`src/rtl/spi_slave_burst.sv`:
```
// SPI slave with a one-word TX holding register and an RX FIFO, supporting back-to-back multi-word bursts.
// Optional macro SPI_SLAVE_MISO_TRISTATE_EN: release miso (1'bz) while cs_n is high.
module spi_slave_burst #(
    parameter int unsigned           DATA_WIDTH = 8,
    parameter int unsigned           RX_DEPTH   = 4,
    parameter bit                    MSB_FIRST  = 1'b1,
    parameter logic [DATA_WIDTH-1:0] FILL_WORD  = '0
) (
    input  logic                  sclk,
    input  logic                  reset,
    input  logic                  cs_n,
    input  logic                  mosi,
    output logic                  miso,
    input  logic [DATA_WIDTH-1:0] tx_data,
    input  logic                  tx_valid,
    output logic                  tx_ready,
    output logic [DATA_WIDTH-1:0] rx_data,
    output logic                  rx_valid,
    input  logic                  rx_ready,
    output logic                  tx_underrun,
    output logic                  rx_overflow,
    output logic                  frame_abort
);

    localparam int unsigned CNT_W = $clog2(DATA_WIDTH);
    localparam int unsigned AW    = $clog2(RX_DEPTH);
    localparam int unsigned OCC_W = AW + 1;

    localparam logic [0:0] IDLE  = 1'b0;
    localparam logic [0:0] SHIFT = 1'b1;

    logic [0:0]            state_q, state_d;
    logic [CNT_W-1:0]      bit_cnt_q, bit_cnt_d;
    logic [DATA_WIDTH-1:0] tx_shift_q, tx_shift_d;
    logic [DATA_WIDTH-1:0] rx_shift_q, rx_shift_d;
    logic [DATA_WIDTH-1:0] hold_data_q;
    logic                  hold_full_q;
    logic                  tx_underrun_q, frame_abort_q, rx_overflow_q;

    logic [DATA_WIDTH-1:0] mem [RX_DEPTH];
    logic [AW-1:0]         wr_ptr_q, rd_ptr_q;
    logic [OCC_W-1:0]      occ_q;

    logic                  shift_en, tx_take, load_src, push, abort_d;
    logic                  tx_load, consume, underrun_d;
    logic                  fifo_full, pop, push_ok, overflow_d;
    logic [DATA_WIDTH-1:0] rx_word_c, tx_src_c, tx_shifted_c;
    logic                  miso_bit;

    // Serial datapath views: assembled RX word including the current mosi bit, shifted TX word.
    always_comb begin
        if (MSB_FIRST) begin
            rx_word_c    = {rx_shift_q[DATA_WIDTH-2:0], mosi};
            tx_shifted_c = {tx_shift_q[DATA_WIDTH-2:0], 1'b0};
            miso_bit     = tx_shift_q[DATA_WIDTH-1];
        end else begin
            rx_word_c    = {mosi, rx_shift_q[DATA_WIDTH-1:1]};
            tx_shifted_c = {1'b0, tx_shift_q[DATA_WIDTH-1:1]};
            miso_bit     = tx_shift_q[0];
        end
        tx_src_c = hold_full_q ? hold_data_q : FILL_WORD;
    end

    // Next-state and per-edge control.
    always_comb begin
        state_d   = state_q;
        bit_cnt_d = bit_cnt_q;
        shift_en  = 1'b0;
        tx_take   = 1'b0;
        load_src  = 1'b0;
        push      = 1'b0;
        abort_d   = 1'b0;
        case (state_q)
            IDLE: begin
                if (cs_n) begin
                    load_src  = 1'b1;
                    bit_cnt_d = '0;
                end else begin
                    state_d   = SHIFT;
                    shift_en  = 1'b1;
                    tx_take   = 1'b1;
                    bit_cnt_d = CNT_W'(1);
                end
            end
            SHIFT: begin
                if (cs_n) begin
                    state_d   = IDLE;
                    load_src  = 1'b1;
                    bit_cnt_d = '0;
                    abort_d   = (bit_cnt_q != '0);
                end else begin
                    shift_en = 1'b1;
                    if (bit_cnt_q == CNT_W'(DATA_WIDTH - 1)) begin
                        push      = 1'b1;
                        tx_take   = 1'b1;
                        load_src  = 1'b1;
                        bit_cnt_d = '0;
                    end else begin
                        bit_cnt_d = bit_cnt_q + CNT_W'(1);
                    end
                end
            end
            default: state_d = IDLE;
        endcase

        if (load_src)      tx_shift_d = tx_src_c;
        else if (shift_en) tx_shift_d = tx_shifted_c;
        else               tx_shift_d = tx_shift_q;
        rx_shift_d = shift_en ? rx_word_c : rx_shift_q;

        tx_load    = tx_valid && !hold_full_q;
        consume    = tx_take && hold_full_q;
        underrun_d = tx_take && !hold_full_q;

        fifo_full  = (occ_q == OCC_W'(RX_DEPTH));
        pop        = (occ_q != '0) && rx_ready;
        push_ok    = push && (!fifo_full || pop);
        overflow_d = push && fifo_full && !pop;
    end

    always_ff @(posedge sclk) begin
        if (reset) begin
            state_q       <= IDLE;
            bit_cnt_q     <= '0;
            tx_shift_q    <= FILL_WORD;
            rx_shift_q    <= '0;
            tx_underrun_q <= 1'b0;
            frame_abort_q <= 1'b0;
        end else begin
            state_q       <= state_d;
            bit_cnt_q     <= bit_cnt_d;
            tx_shift_q    <= tx_shift_d;
            rx_shift_q    <= rx_shift_d;
            tx_underrun_q <= underrun_d;
            frame_abort_q <= abort_d;
        end
    end

    // TX holding register; a load takes precedence over a consume on the same edge.
    always_ff @(posedge sclk) begin
        if (reset) begin
            hold_full_q <= 1'b0;
            hold_data_q <= '0;
        end else if (tx_load) begin
            hold_full_q <= 1'b1;
            hold_data_q <= tx_data;
        end else if (consume) begin
            hold_full_q <= 1'b0;
        end
    end

    // RX FIFO with sticky overflow.
    always_ff @(posedge sclk) begin
        if (reset) begin
            for (int i = 0; i < int'(RX_DEPTH); i++) mem[i] <= '0;
            wr_ptr_q      <= '0;
            rd_ptr_q      <= '0;
            occ_q         <= '0;
            rx_overflow_q <= 1'b0;
        end else begin
            if (push_ok) begin
                mem[wr_ptr_q] <= rx_word_c;
                wr_ptr_q      <= wr_ptr_q + AW'(1);
            end
            if (pop) rd_ptr_q <= rd_ptr_q + AW'(1);
            if (push_ok && !pop)      occ_q <= occ_q + OCC_W'(1);
            else if (pop && !push_ok) occ_q <= occ_q - OCC_W'(1);
            if (overflow_d) rx_overflow_q <= 1'b1;
        end
    end

    assign tx_ready    = !hold_full_q;
    assign rx_valid    = (occ_q != '0);
    assign rx_data     = mem[rd_ptr_q];
    assign tx_underrun = tx_underrun_q;
    assign rx_overflow = rx_overflow_q;
    assign frame_abort = frame_abort_q;

`ifdef SPI_SLAVE_MISO_TRISTATE_EN
    assign miso = cs_n ? 1'bz : miso_bit;
`else
    assign miso = miso_bit;
`endif

endmodule

```
`config.mk`:
```
export PLATFORM = sky130hd
export DESIGN_NAME = spi_slave_burst
export DESIGN_NICKNAME = d
export VERILOG_FILES = /design/src/rtl/spi_slave_burst.sv
export SDC_FILE = /design/constraint.sdc
export NUM_CORES = 1
export LEC_CHECK = 0
export BUFFER_PORTS_ARGS = -buffer_cell sky130_fd_sc_hd__buf_4
export CORE_ASPECT_RATIO = 0.8
export CORE_UTILIZATION = 35
export DETAILED_ROUTE_END_ITERATION = 16
export PLACE_DENSITY = 0.53
export SYNTH_ARGS = -nofsm -noshare
export SYNTH_HDL_FRONTEND = slang
export SYNTH_SLANG_ARGS = --single-unit
```
`constraint.sdc`:
```
create_clock -name sclk -period 4.07 [get_ports sclk]
set_input_delay 0.407 -clock sclk [delete_from_list [all_inputs] [get_ports sclk]]
set_output_delay 0.407 -clock sclk [all_outputs]
set_load 0.05 [all_outputs]
```
==> results.json <==
{
  "status": "completed",
  "hold_viol": 0,
  "wl_um": 5750,
  "finClkSkew_ns": 0.0117,
  "portBuffers": 27,
  "fillCellCount": 792,
  "period_needed_ns": 2.53,
  "yosys.area.top_type": "edfxtp_1",
  "ff2ff_setup_slack_ns": 1.54,
  "cp-start-kind": "flip-flop",
  "cts_hold_buf": 0,
  "vias": 1864,
  "antenna_left": 0,
  "ff2ff_path_depth": 10,
  "postCtsSetupRepairBufs": 0,
  "max_freq_mhz": 395,
  "hold_end": "hold_data_q[6]$_SDFFE_PP0P_",
  "most-common-layout-cells": "dfxtp_1, and2_1, buf_4, edfxtp_1, nand2_1",
  "syn_area_um2": 3000,
  "core_area_um2": 8130,
  "dieHeight_um": 84.8,
  "rsz0062_at_grt": "false",
  "drv_slew": 0,
  "cts_buffer_depth": 2,
  "synthDistinctLibCells": 35,
  "nNetsFinal": 298,
  "root_buffer": "clkbuf_8",
  "die_x_um": 105,
  "async_reset_ff_frac": 0,
  "cts_tree": "yes",
  "gp_congestion": 0.670,
  "slew_headroom": 0.463,
  "setup-violations-final": 0,
  "clock_sinks": 72,
  "worstPathMaxFanout": 10,
  "r2r_start": "bit_cnt_q[0]$_SDFF_PP0_",
  "final_util": 0.435,
  "grt_first_pass_wirelength_um": 9780,
  "syn2layout_area_growth_pct": 18.1,
  "antenna_cells": 0,
  "startpoint": "bit_cnt_q[0]$_SDFF_PP0_",
  "track_usage": 0.148,
  "vias_per_cell": 4.76,
  "dpl.hpwl_um": 3860,
  "dr.pass1.iters": 4,
  "ys_seq_area_frac": 0.588,
  "ir_worst_vdd_v": 0.000153,
  "hold_depth": 3,
  "powerDensity_nw_per_um2": 417,
  "hp-class": "in -> reg",
  "synth.avg_cell_area_um2": 12.1,
  "clkSlewWorstSetupHoldPaths_ns": 0.08,
  "die_area_um2": 8940,
  "start_util": 0.369,
  "dr.first_iter.drc_count": 82,
  "synthesis.nets": 266,
  "yosys_most_used_dff": "dfxtp_1",
  "grt_max_degree": 39,
  "drive_above_1_share": 0.232,
  "fin_crit_sh": 0.622,
  "synth_edf_count": 32,
  "rows": 29,
  "antenna_found_initial": 0,
  "clk_latency_ns": 0.35,
  "htree_num_levels": 3,
  "synth_area_leaders": "edfxtp_1, dfxtp_1, and2_1, mux4_2, nand2_1",
  "worstMarginPinSlew_ns": 0.797,
  "worstSetupPathType": "reg -> reg",
  "crit_arrival_ns": 2.81,
  "ys_ff_latch": 72,
  "drcViolationCount": 0,
  "holdCritStartpoint": "tx_data[6]",
  "grt.overflow.total": 0,
  "worstPathRequired_ns": 4.35,
  "synth.top_cell.area_share": 0.321,
  "fin_tns_setup_ns": 0,
  "ctsResizeCount": 0,
  "crit_path_end_kind": "flip-flop",
  "first_global_vias": 1877,
  "io_pins": 28,
  "cellLeakagePower_nw": 1.36,
  "netlist_instances": 247,
  "final_common_cell": "dfxtp_1",
  "r2r_end": "occ_q[2]$_SDFFE_PP0P_",
  "cap_violations": 0,
  "wire_per_inst_um": 14.7,
  "ys_warn_count": 0,
  "numCtsBuffers": 9
}
==> state kept, by name (all words and copies together) (netlist names), named ones only <==
signal	cells
hold_data_q	8
hold_full_q	1
rx_overflow	1
bit_cnt_q	3
frame_abort	1
wr_ptr_q	2
tx_underrun	1
occ_q	3
state_q	1
mem	32
rx_shift_q	7
rd_ptr_q	2
tx_shift_q	8
==> cell families (layout without fill, tap and decap cells) <==
family / after synthesis / count (layout) / synth area share
AND/OR/NAND/NOR: 100 / 100 / 0.199
flip-flops: 72 / 72 / 0.588
AO/OA/AOI/OAI: 30 / 30 / 0.0605
buffers and inverters: 19 / 56 / 0.0275
multiplexers: 17 / 17 / 0.0902
adder cells (fa/ha/maj): 5 / 5 / 0.0234
XOR/XNOR: 4 / 4 / 0.0117
==> final cells by class <==
class                           count  area (um^2)  share of cell area
Sequential cell                    72         1760               0.498
Multi-Input combinational cell    156         1180               0.332
Timing Repair Buffer               32          240              0.0679
Tap cell                          108          135              0.0382
Clock buffer                        9          124              0.0350
Clock inverter                      7         72.6              0.0205
Inverter                            8         30.0             0.00848
==> synthesized netlist by cell type, types with 4 or more instances <==
cell type / n
and2_1: 33
xor2_1: 4
edfxtp_1: 32
dfxtp_1: 40
mux2i_1: 9
nand2_1: 25
ha_1: 4
inv_1: 8
nand3_1: 7
o41ai_1: 4
nor2_1: 14
mux4_2: 8
a21oi_1: 18
buf_1: 4
==> layer usage <==
layer / vias to the layer above / track usage / part of all wire
met5: - / 0 / 0
met4: 0 / 0.0461 / 0.015
met3: 7 / 0.0520 / 0.045
met2: 29 / 0.214 / 0.44
met1: 896 / 0.207 / 0.50
li1: 932 / - / -
==> where the power goes <==
| group | switching (W) | internal, W |
|---|---|---|
| Combinational | 0.0000750 | 0.0000487 |
| Sequential | 0.0000184 | 0.000777 |
| Clock | 0.000274 | 0.000283 |
==> worst max-delay path: stages, from the launching register on <==
cell	delay (ns)
dfxtp_1	0.35
ha_1	0.16
ha_1	0.30
nand3b_4	0.22
nor2_2	0.20
ha_1	0.21
inv_1	0.06
fa_1	0.37
xor2_1	0.15
or3_1	0.30
a21oi_1	0.13
==> how the worst max path moves through the flow <==
stage	end	slack (ns)
final	occ_q[2]$_SDFFE_PP0P_	1.54
after global routing	occ_q[2]$_SDFFE_PP0P_	1.34
after CTS	occ_q[2]$_SDFFE_PP0P_	1.52
after detailed placement	occ_q[2]$_SDFFE_PP0P_	1.56
after global placement	occ_q[2]$_SDFFE_PP0P_	1.63
after floorplan	occ_q[2]$_SDFFE_PP0P_	1.77
==> stage by stage <==
step	setup WS, ns	power (W)	hold WS, ns	cells	cell area [um^2]
after global routing	1.34	0.00154	0.299	392	3540
after global placement	1.63	0.000937	0.432	376	3340
after CTS	1.52	0.00150	0.285	392	3540
after floorplan	1.77	0.000894	0.417	247	3000
after detailed placement	1.56	0.000937	0.428	376	3340
final	1.54	0.00148	0.300	392	3540
No activity file was read; power rests on OpenSTA's default activity.
